File: src/rtl/key_sched_ctrl_if.sv
`default_nettype none
// ---------------------------------------------------------------------------
// Module   : key_sched_ctrl_if
// Purpose  : Key-load, expansion-engine and round-key request signals of
//            the AES-256 key scheduler.
// Revision : 1.0
// ---------------------------------------------------------------------------
interface key_sched_ctrl_if #(
  parameter int unsigned IDX_W = 4
);
  logic [255:0]     key_i;
  logic             key_load_i;
  logic             busy_o;
  logic             key_ready_o;
  logic             kx_start_o;
  logic [255:0]     kx_key_o;
  logic             kx_valid_i;
  logic [127:0]     kx_rkey_i;
  logic             rk_req_i;
  logic [IDX_W-1:0] rk_idx_i;
  logic             rk_valid_o;
  logic [127:0]     rk_data_o;
  logic             rk_err_o;

  modport slave (
    input  key_i, key_load_i, kx_valid_i, kx_rkey_i, rk_req_i, rk_idx_i,
    output busy_o, key_ready_o, kx_start_o, kx_key_o, rk_valid_o, rk_data_o, rk_err_o
  );

  modport master (
    output key_i, key_load_i, kx_valid_i, kx_rkey_i, rk_req_i, rk_idx_i,
    input  busy_o, key_ready_o, kx_start_o, kx_key_o, rk_valid_o, rk_data_o, rk_err_o
  );
endinterface
`default_nettype wire

File: src/rtl/key_sched_ctrl.sv
`default_nettype none
// ---------------------------------------------------------------------------
// Module   : key_sched_ctrl
// Purpose  : AES-256 round-key scheduler: drives the expansion engine,
//            stores the 15 round keys and serves them by round index.
// Revision : 1.0
// ---------------------------------------------------------------------------
module key_sched_ctrl #(
  parameter int unsigned NRK   = 15,
  parameter int unsigned IDX_W = 4
) (
  input  wire logic       clk,
  input  wire logic       rst_n,
  key_sched_ctrl_if.slave bus
);

  typedef enum logic [1:0] {
    S_IDLE  = 2'd0,
    S_LOAD  = 2'd1,
    S_WAIT  = 2'd2,
    S_READY = 2'd3
  } state_t;

  localparam logic [IDX_W-1:0] LAST_IDX = IDX_W'(NRK - 1);
  localparam logic [IDX_W:0]   NRK_EXT  = (IDX_W + 1)'(NRK);

  state_t           state_q;
  logic [IDX_W-1:0] wr_ptr_q;
  logic [127:0]     mem_q [NRK];
  logic [255:0]     kx_key_q;
  logic             kx_start_q;
  logic             busy_q;
  logic             key_ready_q;
  logic             rk_valid_q;
  logic             rk_err_q;
  logic [127:0]     rk_data_q;

  logic             rk_hit;
  logic             rk_valid_d;
  logic             rk_err_d;

  // Requests see the state of the sampling cycle, so a request coinciding
  // with key_load in READY is still served from the previous schedule.
  assign rk_hit     = (state_q == S_READY) && ({1'b0, bus.rk_idx_i} < NRK_EXT);
  assign rk_valid_d = bus.rk_req_i && rk_hit;
  assign rk_err_d   = bus.rk_req_i && !rk_hit;

  always_ff @(posedge clk or negedge rst_n) begin
    if (!rst_n) begin
      state_q     <= S_IDLE;
      wr_ptr_q    <= '0;
      kx_key_q    <= '0;
      kx_start_q  <= 1'b0;
      busy_q      <= 1'b0;
      key_ready_q <= 1'b0;
      rk_valid_q  <= 1'b0;
      rk_err_q    <= 1'b0;
      rk_data_q   <= '0;
      for (int i = 0; i < int'(NRK); i++) begin
        mem_q[i] <= '0;
      end
    end else begin
      rk_valid_q <= rk_valid_d;
      rk_err_q   <= rk_err_d;
      if (rk_valid_d) begin
        rk_data_q <= mem_q[bus.rk_idx_i];
      end

      kx_start_q <= 1'b0;
      if (bus.key_load_i) begin
        // A new key pre-empts everything, including a running expansion.
        kx_key_q    <= bus.key_i;
        state_q     <= S_LOAD;
        kx_start_q  <= 1'b1;
        busy_q      <= 1'b1;
        key_ready_q <= 1'b0;
        wr_ptr_q    <= '0;
      end else begin
        case (state_q)
          S_LOAD: begin
            wr_ptr_q <= '0;
            state_q  <= S_WAIT;
          end
          S_WAIT: begin
            if (bus.kx_valid_i) begin
              mem_q[wr_ptr_q] <= bus.kx_rkey_i;
              wr_ptr_q        <= wr_ptr_q + IDX_W'(1);
              if (wr_ptr_q == LAST_IDX) begin
                state_q     <= S_READY;
                busy_q      <= 1'b0;
                key_ready_q <= 1'b1;
              end
            end
          end
          S_IDLE, S_READY: begin
            state_q <= state_q;
          end
          default: begin
            state_q <= S_IDLE;
          end
        endcase
      end
    end
  end

  assign bus.busy_o      = busy_q;
  assign bus.key_ready_o = key_ready_q;
  assign bus.kx_start_o  = kx_start_q;
  assign bus.kx_key_o    = kx_key_q;
  assign bus.rk_valid_o  = rk_valid_q;
  assign bus.rk_err_o    = rk_err_q;
  assign bus.rk_data_o   = rk_data_q;

endmodule
`default_nettype wire

File: src/flat_wrapper.sv
// flat-port wrapper written by rule: the top's interface ports become plain ports
module key_sched_ctrl_flat 
#(
  parameter int unsigned NRK   = 15,
  parameter int unsigned IDX_W = 4
)
  (clk, rst_n, bus_key_i, bus_key_load_i, bus_kx_valid_i, bus_kx_rkey_i, bus_rk_req_i, bus_rk_idx_i, bus_busy_o, bus_key_ready_o, bus_kx_start_o, bus_kx_key_o, bus_rk_valid_o, bus_rk_data_o, bus_rk_err_o);
  key_sched_ctrl_if #(.IDX_W(IDX_W)) bus_i ();
  input  wire logic clk;
  input  wire logic rst_n;
  input wire logic [$bits(bus_i.key_i)-1:0] bus_key_i;
  input wire logic [$bits(bus_i.key_load_i)-1:0] bus_key_load_i;
  input wire logic [$bits(bus_i.kx_valid_i)-1:0] bus_kx_valid_i;
  input wire logic [$bits(bus_i.kx_rkey_i)-1:0] bus_kx_rkey_i;
  input wire logic [$bits(bus_i.rk_req_i)-1:0] bus_rk_req_i;
  input wire logic [$bits(bus_i.rk_idx_i)-1:0] bus_rk_idx_i;
  output wire logic [$bits(bus_i.busy_o)-1:0] bus_busy_o;
  output wire logic [$bits(bus_i.key_ready_o)-1:0] bus_key_ready_o;
  output wire logic [$bits(bus_i.kx_start_o)-1:0] bus_kx_start_o;
  output wire logic [$bits(bus_i.kx_key_o)-1:0] bus_kx_key_o;
  output wire logic [$bits(bus_i.rk_valid_o)-1:0] bus_rk_valid_o;
  output wire logic [$bits(bus_i.rk_data_o)-1:0] bus_rk_data_o;
  output wire logic [$bits(bus_i.rk_err_o)-1:0] bus_rk_err_o;
  assign bus_i.key_i = bus_key_i;
  assign bus_i.key_load_i = bus_key_load_i;
  assign bus_i.kx_valid_i = bus_kx_valid_i;
  assign bus_i.kx_rkey_i = bus_kx_rkey_i;
  assign bus_i.rk_req_i = bus_rk_req_i;
  assign bus_i.rk_idx_i = bus_rk_idx_i;
  assign bus_busy_o = bus_i.busy_o;
  assign bus_key_ready_o = bus_i.key_ready_o;
  assign bus_kx_start_o = bus_i.kx_start_o;
  assign bus_kx_key_o = bus_i.kx_key_o;
  assign bus_rk_valid_o = bus_i.rk_valid_o;
  assign bus_rk_data_o = bus_i.rk_data_o;
  assign bus_rk_err_o = bus_i.rk_err_o;
  key_sched_ctrl #(.NRK(NRK), .IDX_W(IDX_W)) u_core (.clk(clk), .rst_n(rst_n), .bus(bus_i));
endmodule
File: config.mk
export PLATFORM = sky130hd
export DESIGN_NAME = key_sched_ctrl_flat
export DESIGN_NICKNAME = d
export VERILOG_FILES = /design/src/rtl/key_sched_ctrl_if.sv /design/src/rtl/key_sched_ctrl.sv /design/src/flat_wrapper.sv
export SDC_FILE = /design/constraint.sdc
export NUM_CORES = 2
export LEC_CHECK = 0
export CAP_MARGIN = 20
export CORE_UTILIZATION = 53
export DETAILED_ROUTE_END_ITERATION = 10
export HOLD_SLACK_MARGIN = 0.02
export PLACE_DENSITY_LB_ADDON = 0.05
export SYNTH_ARGS = -nofsm -noshare
export SYNTH_HDL_FRONTEND = slang
export SYNTH_SLANG_ARGS = --single-unit
File: constraint.sdc
create_clock -name clk -period 1.9 [get_ports clk]
set_clock_uncertainty 0.1 [all_clocks]
set_input_delay 0.57 -clock clk [delete_from_list [all_inputs] [get_ports clk]]
set_output_delay 0.57 -clock clk [all_outputs]
set_load 0.05 [all_outputs]
==> Word level (Yosys, flattened, before mapping) <==
Cells that the tools add are included.
{ "word_totals": {"register_bits": 2315, "latchBits": 0, "ramBits": 0, "rom_bits": 0, "inputBits": 393, "output_inout_bits": 389, "wordCells": 76, "mem_count": 0} }
{ "op_classes": {"n_addsub": 1, "multipliers": 0, "n_div": 0, "n_lt_le_gt_ge": 4, "eq_ne": 7, "n_shift": 0, "mux": 22, "n_bitwise": 3, "reduce_logical": 15} }
{ "ops": {"columns": ["op", "n"], "rows": [
  ["1920-bit bitwise mux", 1],
  ["128-bit binary-select mux with 4-bit select", 1],
  ["128-bit demux with 4-bit select", 1],
  ["128-bit 2-to-1 mux", 3],
  ["5-bit greater-or-equal comparator (second input constant)", 2],
  ["4-bit inverter with 5-bit output", 2],
  ["1-bit 2-to-1 mux", 9],
  ["3-bit AND reduction", 3],
  ["4-bit 2-to-1 mux", 2],
  ["4-bit one-hot mux with 2 select lines", 1],
  ["2-bit 2-to-1 mux", 3],
  ["2-bit nonzero test", 3],
  ["5-bit by 1-bit < comparator with 1-bit output (second input constant)", 1],
  ["4-bit by 1-bit adder with 4-bit output (second input constant)", 1],
  ["2-bit == test (second input constant)", 2],
  ["4-bit == test (second input constant)", 1],
  ["1-bit logical AND", 4],
  ["4-bit < comparator (second input constant)", 1],
  ["2-bit one-hot mux with 2 select lines", 1],
  ["3-bit by 2-bit inequality test with 1-bit output (second input constant)", 1],
  ["3-bit inequality test (second input constant)", 1],
  ["3-bit nonzero test", 1],
  ["2-bit by 1-bit == test with 1-bit output (second input constant)", 1],
  ["2-bit zero test", 1],
  ["5 further kinds", 5]
]} }

==> Depth between registers and ports, before layout <==
{ "logic_depth": {"word_depth": 6, "mapped_depth": 9, "depth_no_buf": 6} }

==> Least setup slack after synthesis <==
No wires, ideal clock.
{ "synth_timing": {"path_kind": "flip-flop to flip-flop", "start": "register u_core.state_q[0]", "end": "register u_core.mem_q[1259] (netlist name)", "setup_ns": 0.125, "arrival_ns": 1.873, "required_ns": 1.675, "setup_slack_ns": -0.198, "stages_incl_launch_ff": 10, "n_path_buf": 3, "synth_period_minus_slack_ns": 2.098, "path_cell_list": "dfrtp_1 > inv_1 > ha_1 > nor2b_1 > buf_2 > nand3_1 > nor2_1 > buf_2 > buf_4 > mux2_2"} }
{ "synth_via": {"elab_chain_len": 2} }
{ "synth_rtl": {"columns": ["item", "line_no", "rtl"], "rows": [
  ["from (decl)", "key_sched_ctrl.sv:27", "state_t state_q;"],
  ["from (signal assigned)", "key_sched_ctrl.sv:96", "state_q <= state_q;"],
  ["2-bit == test", "key_sched_ctrl.sv:79", "case (state_q)"],
  ["3-bit AND reduction (no source line)", null, null],
  ["to (signal, indexed assignment)", "key_sched_ctrl.sv:86", "mem_q[wr_ptr_q] <= bus.kx_rkey_i;"],
  ["to (decl)", "key_sched_ctrl.sv:29", "logic [127:0] mem_q [NRK];"]
]} }
Every way passes these cells.
A chain may end at the register's enable or synchronous reset.

==> Worst setup path in the final report <==
{ "layout_timing": {"start": "register u_core.state_q[0]", "end": "register u_core.mem_q[314] (netlist name)"} }
Same word-level chain as after synthesis.

==> metrics.md <==
| Metric | Value |
|---|---|
| Status | complete, but fails checks |
| Failing checks | design-rule violations, negative setup slack |
| Largest net degree at the start of global routing | 98 |
| Hold path depth | 5 |
| P_sw | 38.8 mW |
| Fraction of synthesized area in multiplexers | 32.9% |
| Cell variety after synth | 35 |
| Die Area | 195,000 um^2 |
| Slew Viols, Final | 0 |
| CTS clock-pin slew for the worst setup and hold paths | 0.06 ns |
| All-Layer GR Usage | 29.5% |
| CTS tree | built |
| H-tree levels | 4 |
| Comb power frac | 21.5% |
| Nets@finish | 8,674 |
| Tightest Pin Transition | 0.583 ns |
| I/O pin count | 782 |
| Via density per instance | 5.91 |
| Fin. Hold Viols | 0 |
| Worst slack at placement | -0.887 ns |
| Initial antenna violation count | 6 |
| Synth cell count leaders | 2,315 x dfrtp_1, 2,176 x mux2_2, 640 x mux2i_1 |
| Setup Crit Path Kind | flop to flop |
| Hold WS | 0.113 ns |
| Syn nets | 7,384 |
| Leak | 65.8 nW |
| DPL Wire Length | 193 mm |
| RSZ-0062 raised after global routing | yes |
| Area share of the largest cell type after synthesis | 56.5% |
| Largest family of logic cells by synthesized area | multiplexers |
| Clock power frac | 36.1% |
| First-pass GRT wire length | 445 mm |
| FILL cells | 12.8k |
| Die W | 442 um |
| FMAX | 431 MHz |
| Crit Path Max Fanout | 28 |
| Non-Filler Instances | 11.0k |
| Power per Cell Area | 990 nW/um^2 |
| Setup_tns | -627.53 ns |
| Worst min path class | input port to flop |
| Post-synthesis sequential area ratio | 56.5% |
| Iter 0 DRT Violations | 4,261 |
| Synth Register Bits | 2,315 |
| Share of flip-flops with an asynchronous set or reset | 100% |
| Post-synthesis simple-gate area fraction | 1.63% |
| Core Rows | 161 |
| ANT nets after route | 0 |
| Power Total | 135 mW |
| Synth area leaders | dfrtp_1 56%, mux2_2 24%, mux2i_1 6.2% |
| CTS Buf Count | 236 |
| P_int | 96.1 mW |
| Area grow syn2layout | 33.0% |
| DP Cell Count | 10.5k |
| Vias in the first global route | 70.2k |
| XOR/XNOR share of the synthesized area | 0% |
| Routed WL | 296 mm |
| Die H | 442 um |
| Drc violations | 2 |
| Worst-case clock buffer depth | 3 |
| Max VDD drop | 925 uV |
| Clock Latency Late Sink | 0.87 ns |
| Worst path required time | 2.55 ns |
| Sequential share of power | 42.3% |
| Post-Route Utilization | 70.9% |
| Tmin final | 2.32 ns |
| Syn Inst Count | 6,983 |
| Vias | 65.0k |
| Relative slew slack | 60.9% |
| Routability cong. | 0.821 |
| Area post-placement | 125,000 um^2 |
| Sw frac | 28.8% |
| Warnings, synthesis | 0 |
| Crit path launch type | flop |
| Core area | 192,000 um^2 |
| Final setup vio count | 2,425 |
| Synth Flop Type | dfrtp_1 |
| Port bufs | 781 |
| Final Cycle Share | 122% |
| WP data arrival | 2.96 ns |
| Total grt overflow | 0 |
| Adder-cell share of the synthesized area | 0.0976% |
| Post-synth top area cell | dfrtp_1 |
| Cell Area, Synth | 103,000 um^2 |
| Max cap viols | 0 |
| Starting Density | 53.3% |
| CTS Sinks | 2,315 |
| Reg2Reg Depth | 10 |
| Final worst slack | -0.418 ns |
| Avg Cell Area, Syn | 14.7 um^2 |
| Complex-gate fraction of the synthesized area | 5.54% |
| Most frequent cell after synthesis | dfrtp_1 |
| CP Capture Type | flop |
| Post-synth EDFFs | 0 |
| First-pass detailed-route iteration total | 10 |
| Share of layout cells above drive strength 1 | 49.0% |
| CTS root buffer | clkbuf_16 |
| Drt wl/cell | 26.9 um |
| Post-route cell area | 136,000 um^2 |
## what timing repair did
action                                 4_1_cts  5_1_grt
hold buffers                                 4        0
setup endpoints to repair                 2412     2440
setup buffers                               30       24
pin swaps                                    5        3
cloned                                      15       39
endpoints found under the hold margin      875        0
resized for setup                          124      209
## area by class of cell
cell class	count	area [um^2]	area share, %
tap	2526	3160	2.32
antenna	4	10.0	0.00734
multi-input combinational	4035	43900	32.2
clock buffer	375	7350	5.39
sequential	2315	58000	42.5
clock inverter	60	840	0.615
inverter	9	33.8	0.0248
timing repair buffer	1676	23100	17.0
## path summary, 6_finish.rpt
check / start / end / slack, ns
max: u_core.state_q[0] / u_core.mem_q[314] / -0.42
min: bus_key_load_i / u_core.wr_ptr_q[2] / 0.11
max reg2reg: u_core.state_q[0] / u_core.mem_q[314] / -0.42
min reg2reg: u_core.mem_q[1798] / u_core.mem_q[1798] / 0.40
max in group asynchronous: rst_n / u_core.bus.kx_key_o[60] / 0.63
min in group asynchronous: rst_n / u_core.mem_q[507] / 0.40
## cells by family after synthesis
group,Yosys count
buf+inv,633
simple gates,431
flops,2315
mux,2944
fa+ha+maj,8
compound gates,652
## critical path, cell delays in order (launching register included)
cell	delay, ns
dfrtp_1	0.38
inv_2	0.08
ha_4	0.13
nor2b_4	0.13
buf_6	0.15
nand3_4	0.13
nor2_4	0.16
buf_4	0.15
buf_12	0.15
buf_16	0.21
mux2_2	0.36
## power groups by stage
stage | combinational [mW] | clock (mW) | sequential (mW)
2_1_floorplan | 7.96 | 0 | 62.1
4_1_cts | 29.3 | 49.6 | 57.1
5_1_grt | 30.4 | 51.4 | 57.4
6_report | 29.0 | 48.8 | 57.2
3_5_place_dp | 28.9 | 0 | 57.9
3_3_place_gp | 28.5 | 0 | 57.8
## placed cells by master (no fill, tap or decap), types with 18 or more instances in the layout
cell type        synthesis  routed
a211oi_1               128     128
a21oi_1                132     132
a22oi_1                256     256
buf_12                   2     636
buf_16                   0      36
buf_4                  154     532
buf_6                   13      27
buf_8                    7      18
bufinv_16                0      20
clkbuf_1               247      58
clkbuf_16                0     279
clkbuf_8                 3      71
clkdlybuf4s50_1          0     387
clkinv_2                 0      30
dfrtp_1               2315    2284
dfrtp_2                  0      31
mux2_2                2176    1516
mux2_4                   0     660
mux2i_1                640     640
mux4_2                 128     128
nand2_1                135     134
nor2_1                 271     261
o41ai_2                128     128
## metal layers
layer  vias to the layer above  share of wire (%)  GRT usage (%)
met4                         4                2.4           7.17
li1                      28000                  -              -
met3                       380                4.4           4.45
met5                         -              0.010              0
met2                      1619                 50           50.1
met1                     35000                 43           39.9
## registers in the layout, indices dropped and copies added, names as in the netlist
signal and flops:
u_core.bus.kx_key_o 256, u_core.bus.rk_data_o 128, u_core.wr_ptr_q 4, u_core.bus.key_ready_o 1, u_core.bus.kx_start_o 1, u_core.bus.rk_valid_o 1, u_core.bus.rk_err_o 1, u_core.mem_q 1920
u_core.bus.busy_o 1, u_core.state_q 2
(Power assumes the default switching activity.)
